===== src/rtl/svi_lane_capture_fifo.sv =====
// Lane triplet capture buffer: samples x/y/z on i_valid into a first-word-fall-through FIFO
// and counts overrun drops. Optional duplicate suppression is enabled with `define SVI_LANE_DEDUP_EN.
module svi_lane_capture_fifo #(
  parameter int WIDTH  = 8,
  parameter int DEPTH  = 4,
  parameter int DROP_W = 8
) (
  input  logic                       i_clk,
  input  logic                       i_rstn,
  input  logic                       i_valid,
  input  logic [WIDTH-1:0]           i_x,
  input  logic [WIDTH-1:0]           i_y,
  input  logic [WIDTH-1:0]           i_z,
  input  logic                       i_ready,
  input  logic                       i_clr_drop,
  output logic                       o_valid,
  output logic [WIDTH-1:0]           o_a,
  output logic [WIDTH-1:0]           o_b,
  output logic [WIDTH-1:0]           o_c,
  output logic [$clog2(DEPTH):0]     o_count,
  output logic                       o_full,
  output logic                       o_drop,
  output logic [DROP_W-1:0]          o_drop_cnt
);

  localparam int AW = $clog2(DEPTH);
  localparam int CW = AW + 1;

  generate
    if (DEPTH < 2 || (DEPTH & (DEPTH - 1)) != 0) begin : g_bad_depth
      $error("svi_lane_capture_fifo: DEPTH must be a power of two and at least 2");
    end
  endgenerate

  typedef struct packed {
    logic [WIDTH-1:0] x;
    logic [WIDTH-1:0] y;
    logic [WIDTH-1:0] z;
  } triplet_t;

  triplet_t          mem [DEPTH];
  triplet_t          in_trip;
  triplet_t          head;
  logic [AW-1:0]     wptr_q;
  logic [AW-1:0]     rptr_q;
  logic [CW-1:0]     count_q;
  logic [CW-1:0]     count_nxt;
  logic              full_q;
  logic              drop_q;
  logic [DROP_W-1:0] drop_cnt_q;
  logic              dup;
  logic              pop;
  logic              push;
  logic              drop;

  assign in_trip = '{x: i_x, y: i_y, z: i_z};

`ifdef SVI_LANE_DEDUP_EN
  triplet_t last_q;
  logic     has_last_q;

  // Only accepted pushes update the reference; drops and suppressed repeats leave it alone.
  always_ff @(posedge i_clk or negedge i_rstn) begin
    if (!i_rstn) begin
      last_q     <= '0;
      has_last_q <= 1'b0;
    end else if (push) begin
      last_q     <= in_trip;
      has_last_q <= 1'b1;
    end
  end

  assign dup = has_last_q && (in_trip == last_q);
`else
  assign dup = 1'b0;
`endif

  // Full with a simultaneous pop still accepts, so a streaming consumer never causes drops.
  // NOTE: every signal driven here gets a value on every path, otherwise a latch is inferred.
  always_comb begin
    pop       = o_valid & i_ready;
    push      = i_valid & ~dup & ((count_q < CW'(DEPTH)) | pop);
    drop      = i_valid & ~dup & ~push;
    count_nxt = count_q;
    case ({push, pop})
      2'b10:   count_nxt = count_q + CW'(1);
      2'b01:   count_nxt = count_q - CW'(1);
      default: count_nxt = count_q;
    endcase
  end

  // NOTE: the storage array has no reset; o_valid gates every read, so stale contents never escape.
  always_ff @(posedge i_clk) begin
    if (push) mem[wptr_q] <= in_trip;
  end

  // NOTE: state registers use non-blocking assignments so all of them update from pre-edge values.
  always_ff @(posedge i_clk or negedge i_rstn) begin
    if (!i_rstn) begin
      wptr_q  <= '0;
      rptr_q  <= '0;
      count_q <= '0;
      full_q  <= 1'b0;
    end else begin
      if (push) wptr_q <= wptr_q + AW'(1);
      if (pop)  rptr_q <= rptr_q + AW'(1);
      count_q <= count_nxt;
      full_q  <= (count_nxt == CW'(DEPTH));
    end
  end

  // A clear in the same cycle as a drop wins and that drop is lost.
  always_ff @(posedge i_clk or negedge i_rstn) begin
    if (!i_rstn) begin
      drop_q     <= 1'b0;
      drop_cnt_q <= '0;
    end else if (i_clr_drop) begin
      drop_q     <= 1'b0;
      drop_cnt_q <= '0;
    end else if (drop) begin
      drop_q <= 1'b1;
      if (drop_cnt_q != '1) drop_cnt_q <= drop_cnt_q + DROP_W'(1);
    end
  end

  assign head       = mem[rptr_q];
  assign o_valid    = (count_q != '0);
  assign o_a        = o_valid ? head.x : '0;
  assign o_b        = o_valid ? head.y : '0;
  assign o_c        = o_valid ? head.z : '0;
  assign o_count    = count_q;
  assign o_full     = full_q;
  assign o_drop     = drop_q;
  assign o_drop_cnt = drop_cnt_q;

endmodule


===== config.mk =====
export PLATFORM = sky130hd
export DESIGN_NAME = svi_lane_capture_fifo
export DESIGN_NICKNAME = d
export VERILOG_FILES = /design/src/rtl/svi_lane_capture_fifo.sv
export SDC_FILE = /design/constraint.sdc
export NUM_CORES = 1
export LEC_CHECK = 0
export BUFFER_PORTS_ARGS = -buffer_cell sky130_fd_sc_hd__buf_4
export CAP_MARGIN = 20
export CORE_UTILIZATION = 56
export DETAILED_ROUTE_END_ITERATION = 10
export PLACE_DENSITY = 0.78
export SLEW_MARGIN = 20
export SYNTH_ARGS = -nofsm -noshare
export SYNTH_HDL_FRONTEND = slang
export SYNTH_SLANG_ARGS = --single-unit

===== constraint.sdc =====
create_clock -name i_clk -period 3.1 [get_ports i_clk]
set_input_delay 0.62 -clock i_clk [delete_from_list [all_inputs] [get_ports i_clk]]
set_output_delay 0.62 -clock i_clk [all_outputs]
set_load 0.005 [all_outputs]

==> metrics.md, run 1 <==
| Metric | Value |
|---|---|
| Status | `finished clean` |
| HPWL Detailed | `between 4 and 5 mm` |
| Total gr overflow | `0` |
| Largest net degree at the start of global routing | `27` |
| H-tree depth | `4` |
| Routed Wire Length | `8.31 mm` |
| Final min period | `approximately 2800 ps` |
| Tcrit/Tclk final | `around 90%` |
| Max frequency | `0.357 GHz` |
| Worst R2R Start | `o_count[2]` |
| Post-synthesis sequential area ratio | `71.4%` |
| Final net count | `roughly 370` |
| Flop2flop setup slack | `820 ps` |
| Layout cells sized above 1 | `between 30% and 40%` |
| Final GP Congestion | `~0.81` |
| All-layer global routing usage | `about 22%` |
| Yosys Warn Count | `0` |
| Max transition margin | `around 73%` |
| Syn-to-layout area delta | `25.3%` |
| Final Hold Fails | `0` |
| Max Cap Violations | `0` |
| Setup Crit Path Kind | `register to output pin` |
| Slew @ Worst Pin | `slightly below 400 ps` |
| Clock Skew | `approximately 4.5 ps` |
| Async SR Flop Fraction | `approximately 15%` |
| Final setup fails | `0` |
| Synth cell types | `35` |
| Die Y | `93.0 um` |
| IO Pins | `67` |
| Starting density of the core | `59.0%` |
| # port buffers | `66` |
| Setup repair bufs after CTS | `0` |
| CP endpoint | `o_a[6]` |
| Cell row count | `32` |
| Top_reg_cell synth | `edfxtp_1` |
| Design area | `approximately 5800 um^2` |
| Worst vdd ir | `between 0.5 and 0.6 mV` |
| Synth Net Count | `about 280` |
| Worst EP required | `about 2500 ps` |
| Core Region | `7850 um^2` |
| Ant. Diodes | `0` |
| Initial DRT Pass Iterations | `4` |
| Cell Pwr Density | `~940 nW/um^2` |
| Leak Pwr | `roughly 2.2 nW` |
| Worst Reg-to-Reg Cells | `9` |
| Crit start category | `register` |
| Crit. End Element | `output pin` |
| Synth top area share | `about 62%` |
| CP Max Fanout | `16` |
| Residual DRC | `0` |
| Ranking of synthesized cells by area | `edfxtp_1, dfrtp_1, mux4_2` |
| Worst r2r dst | `o_full` |
| RSZ-0062 raised after global routing | `false` |
| Gate Count Post-Synth | `between 200 and 250` |
| Initial drt markers | `164` |
| Post-synth top area cell | `edfxtp_1` |
| Number of vias per cell | `5.59` |
| Drt wl/cell | `18.7 um` |
| CTS resizes | `0` |
| Die W | `approximately 93 um` |
| Die Area | `~8600 um^2` |
| Final antenna-violating net count | `0` |
| Clk root buf | `clkbuf_8` |
| Vias in the first global route | `~2600` |
| Top post-synthesis cells by count | `edfxtp_1, and2_1, mux4_2, dfrtp_1, and3_1` |
| Synth Register Bits | `between 100 and 150` |
| Initial antenna violation count | `0` |
| Setup tns final | `0 ps` |
| Max Transition Viols Final | `0` |
| CP arrival | `2180 ps` |
| Post-place instance area | `5240 um^2` |
| Global-route wire length before repair | `13.2 mm` |
| CTS Hold Buffers Added | `1` |
| Clk_lat worst skew | `around 500 ps` |
| Post-synth EDFFs | `between 90 and 100` |
| Min-Delay Path Class | `input pin to register` |
| Inserted Clock Buffers | `17` |
| Synthesized area per cell | `18.8 um^2` |
| Clk sinks | `roughly 110` |
| TritonCTS clock tree | `built` |
| Clk slew on worst S/H paths | `about 60 ps` |
| Crit path from | `rptr_q[0]` |
| Vias after detailed routing | `approximately 2500` |
| Count leader, synth | `edfxtp_1` |
| Post-Syn Area | `4630 um^2` |
| CTS Buffer Depth | `2` |
worst min-delay path by stage:
| stage | from | end | cells past startpoint |
|---|---|---|---|
| 4_1_cts | i_y[5] | mem[1][13] | 1 |
| 2_1_floorplan | i_rstn | o_count[0] | 0 |
| 5_1_grt | i_y[5] | mem[1][13] | 1 |
| 3_5_place_dp | i_rstn | o_drop_cnt[6] | 1 |
| 3_3_place_gp | o_drop | o_drop | 2 |
| 6_report | i_y[5] | mem[1][13] | 1 |
logic make-up (layout without fill, tap and decap cells):
family	after synthesis	after routing	share of synthesized area, %
buffers and inverters	18	113	2.46
and+or+nand+nor	61	61	7.91
AOI/OAI and AO/OA	16	16	2.40
muxes	27	27	12.8
xor gates and xnor gates	5	5	0.945
adders and majority gates	7	7	2.05
DFF	113	113	71.4
through the flow:
stage | total power [mW] | hold slack (ps) | cells | util (%) | worst slack [ps]
after floorplan | 3.07 | 324 | 247 | - | 723
after global placement | 3.69 | 486 | 411 | 66.8 | 524
after detailed placement | 3.73 | 503 | 411 | 66.8 | 482
after CTS | 5.54 | 294 | 444 | 74.0 | 260
after global routing | 5.76 | 294 | 444 | 74.0 | 211
final | 5.48 | 314 | 444 | 74.0 | 302
layout by cell type, fill, tap and decap left out, types with 3 or more instances in the layout:
cell type / Yosys / final
and2_1: 27 / 27
clkinvlp_4: 0 / 5
nor2_1: 3 / 3
inv_1: 6 / 6
mux4_1: 6 / 6
nor3_1: 3 / 3
a21oi_1: 4 / 4
and3_1: 7 / 7
ha_1: 6 / 6
mux4_2: 18 / 18
nand2b_1: 4 / 4
a41oi_1: 3 / 3
nand3_1: 4 / 4
clkbuf_16: 0 / 16
nand2_1: 4 / 4
xnor2_1: 3 / 3
buf_4: 0 / 73
dfrtp_1: 17 / 16
a211oi_1: 5 / 5
clkinv_1: 0 / 3
edfxtp_1: 96 / 96
sequential cells by signal, summed over array words and instances, names as in the netlist:
name        count
mem            96
o_count         3
o_drop          1
o_drop_cnt      8
o_full          1
rptr_q          2
wptr_q          2
critical path, stage by stage, from the launching register on:
cell     delay, ps
dfrtp_2        590
buf_12         240
mux4_2         520
and2_1         190
buf_4          140
where the power goes:
part	internal (mW)	total (mW)	switching [mW]
registers	1.95	2.08	0.126
logic	0.916	1.62	0.703
clock network	1.13	1.79	0.654
per-layer routing:
layer | GRT usage [%] | vias up | wire, um
li1 | - | 1147 | -
met1 | 27.0 | 1242 | 3350
met2 | 35.4 | 84 | 4390
met3 | 6.16 | 9 | 453
met4 | 9.36 | 0 | 114
met5 | 0 | - | 0
layout make-up:
type                       count  area, um^2
sequential                   113        3310
fill                         467        2040
clock inverter                14         140
inverter                       6        22.5
timing repair buffer          75         578
tap                          102         128
multi-input combinational    116        1210
clock buffer                  18         418
(Power assumes the default switching activity.)
==> run 2: changes to the inputs <==
- CORE_MARGIN: unset -> 4
- CORE_UTILIZATION: 56 -> 50
- PLACE_DENSITY: 0.78 -> 0.71
- SETUP_SLACK_MARGIN: unset -> 0.3
==> run 2 against run 1 <==
Compared with the run above: worst hold slack better by 2.4 ps; die area rose by 26%; worst setup slack better by 160 ps; first-iteration DRC count down 34%; sequential share of layout area decreased by 0.92 points; register-to-register slack worse by 70 ps; utilization shrank 7.2 points; critical path type unchanged; highest routed layer unchanged.
==> metrics.md, run 2 (synthesis gave the netlist of run 1 again) <==
| Metric | Value |
|---|---|
| Status | `finished clean` |
| Inserted Clock Buffers | `17 (unchanged)` |
| Final antenna-violating net count | `0 (unchanged)` |
| Worst hold endpoint | `mem[1][21]` |
| Commonest non-fill, non-tap cell in the layout | `edfxtp_1` |
| Final setup fails | `0 (unchanged)` |
| Max frequency | `0.380 GHz (+6.2%)` |
| Largest reg by FF count | `mem` |
| Setup tns final | `0 ps (unchanged)` |
| Vias after detailed routing | `2492 (+0.40%)` |
| Placed cell count | `416 (+1.2%)` |
| All-layer global routing usage | `17.4% (-4.2 points)` |
| Clk slew on worst S/H paths | `50 ps (about the same)` |
| Setup Crit Path Kind | `register to output pin` |
| Crit. End Element | `output pin` |
| Crit start category | `register` |
| Layout cells sized above 1 | `35.7% (about the same)` |
| Drt wl/cell | `19.1 um (+1.9%)` |
| HPWL Detailed | `5.32 mm (+12%)` |
| Initial antenna violation count | `0 (unchanged)` |
| H-tree depth | `4 (unchanged)` |
| # port buffers | `66 (unchanged)` |
| Min-Delay Path Depth | `1 (unchanged)` |
| Die W | `104 um (+12%)` |
| Clk sinks | `113 (unchanged)` |
| Worst r2r dst | `o_full` |
| Worst R2R Start | `o_count[2]` |
| Starting density of the core | `52.4% (-6.7 points)` |
| Syn-to-layout area delta | `27.5%` |
| Max Transition Viols Final | `0 (unchanged)` |
| Max Cap Violations | `0 (unchanged)` |
| Die Y | `104 um (+12%)` |
| Cell Pwr Density | `975 nW/um^2 (+3.2%)` |
| Hold path start | `i_x[5]` |
| CP Max Fanout | `19 (+3)` |
| Initial drt markers | `108 (-34%)` |
| RSZ-0062 raised after global routing | `false` |
| Min-Delay Path Class | `input pin to register` |
| Final Hold Fails | `0 (unchanged)` |
| Max FFs per register | `96 (unchanged)` |
| Worst Reg-to-Reg Cells | `9 (unchanged)` |
| Commonest non-fill, non-tap cells in the layout | `edfxtp_1, buf_4, and2_1` |
| Final min period | `2630 ps (-164 ps)` |
| Number of vias per cell | `5.50 (-1.6%)` |
| Clk_lat worst skew | `500 ps (about the same)` |
| Routed Wire Length | `8.64 mm (+4.0%)` |
| Cell row count | `34 (+6.3%)` |
| Worst vdd ir | `0.759 mV (+31%)` |
| Core Region | `8850 um^2 (+13%)` |
| Global-route wire length before repair | `14.2 mm (+7.4%)` |
| Final net count | `368 (+0.82%)` |
| Vias in the first global route | `2715 (+4.7%)` |
| Residual DRC | `0 (unchanged)` |
| CTS Buffer Depth | `2 (unchanged)` |
| Slew @ Worst Pin | `372 ps (-16.6 ps)` |
| Total gr overflow | `0 (unchanged)` |
| Clk root buf | `clkbuf_8` |
| Clock Skew | `6.34 ps (+1.80 ps)` |
| Final GP Congestion | `0.841 (+3.9%)` |
| Leak Pwr | `2.24 nW (+2.7%)` |
| Die Area | `10900 um^2 (+26%)` |
| Worst EP required | `2480 ps (about the same)` |
| IO Pins | `67 (unchanged)` |
| TritonCTS clock tree | `built` |
| Initial DRT Pass Iterations | `4 (unchanged)` |
| Final non-filler cell total | `453 (+2.0%)` |
| Fillers | `598 (+28%)` |
| Final core occ | `66.8% (-7.2 points)` |
| Ant. Diodes | `0 (unchanged)` |
| CP arrival | `2010 ps (-170 ps)` |
| Largest net degree at the start of global routing | `27 (unchanged)` |
| Tcrit/Tclk final | `84.9% (-5.3 points)` |
| Max transition margin | `74.6% (+1.1 points)` |
| Flop2flop setup slack | `750 ps (-70 ps)` |
[run 2: changes by cell type in the layout (fill, tap and decap cells not counted), sizes merged]
cell,before,now
buf,74,77
bufinv,2,5
clkbuf,18,19
clkinv,5,7
clkinvlp,5,1
inv,8,6
[run 2: timing repair]
| action | in CTS | in global routing |
|---|---|---|
| endpoints found under the hold margin | 17 | 0 |
| hold buffers | 1 | 0 |
| endpoints found under the setup margin | 13 | 0 |
| gates resized for setup | 1 | 0 |
| buffers inserted | 4 | 0 |
[run 2: worst max path at each step]
stage	start	to	slack (ps)	cells past startpoint
after floorplan	i_ready	o_full	720	9
after global placement	i_ready	o_full	530	10
after detailed placement	i_ready	o_full	440	10
after CTS	rptr_q[1]	o_b[3]	410	4
after global routing	rptr_q[1]	o_b[4]	310	4
final	rptr_q[1]	o_b[3]	470	4
[run 2: metrics by stage]
step           instance area [um^2]  hold slack, ps  power (mW)  setup slack (ps)
2_1_floorplan                  4630             324        3.07               723
3_3_place_gp                   5240             491        3.70               529
4_1_cts                        5910             293        5.83               406
6_report                       5910             316        5.76               467
3_5_place_dp                   5240             498        3.76               441
5_1_grt                        5910             285        6.06               310
[run 2: final cells by class]
cell class / count / area [um^2] / share of cell area [%]
Inverter: 6 / 22.5 / 0.381
Timing Repair Buffer: 78 / 613 / 10.4
Multi-Input combinational cell: 116 / 1210 / 20.5
Sequential cell: 113 / 3310 / 56.1
Clock inverter: 13 / 191 / 3.24
Clock buffer: 19 / 422 / 7.14
Tap cell: 108 / 135 / 2.29
[run 2: power by group]
| group | switching, mW | leakage (nW) | total (mW) | internal [mW] |
|---|---|---|---|---|
| Clock | 0.629 | 0.296 | 2.00 | 1.37 |
| Combinational | 0.727 | 0.844 | 1.68 | 0.958 |
| Sequential | 0.119 | 1.10 | 2.07 | 1.95 |
[run 2: worst max-delay path: stages, from the launching register on]
cell	delay, ps
dfrtp_1	500
buf_4	340
mux4_2	350
and2_1	180
buf_4	130
[run 2: layer usage]
layer  up-vias  wire length [um]  global-route usage (%)
li1       1147                 -                       -
met1      1261              3510                    20.2
met2        72              4560                    29.2
met3        12               381                    4.90
met4         0               184                    9.59
met5         -                 0                       0
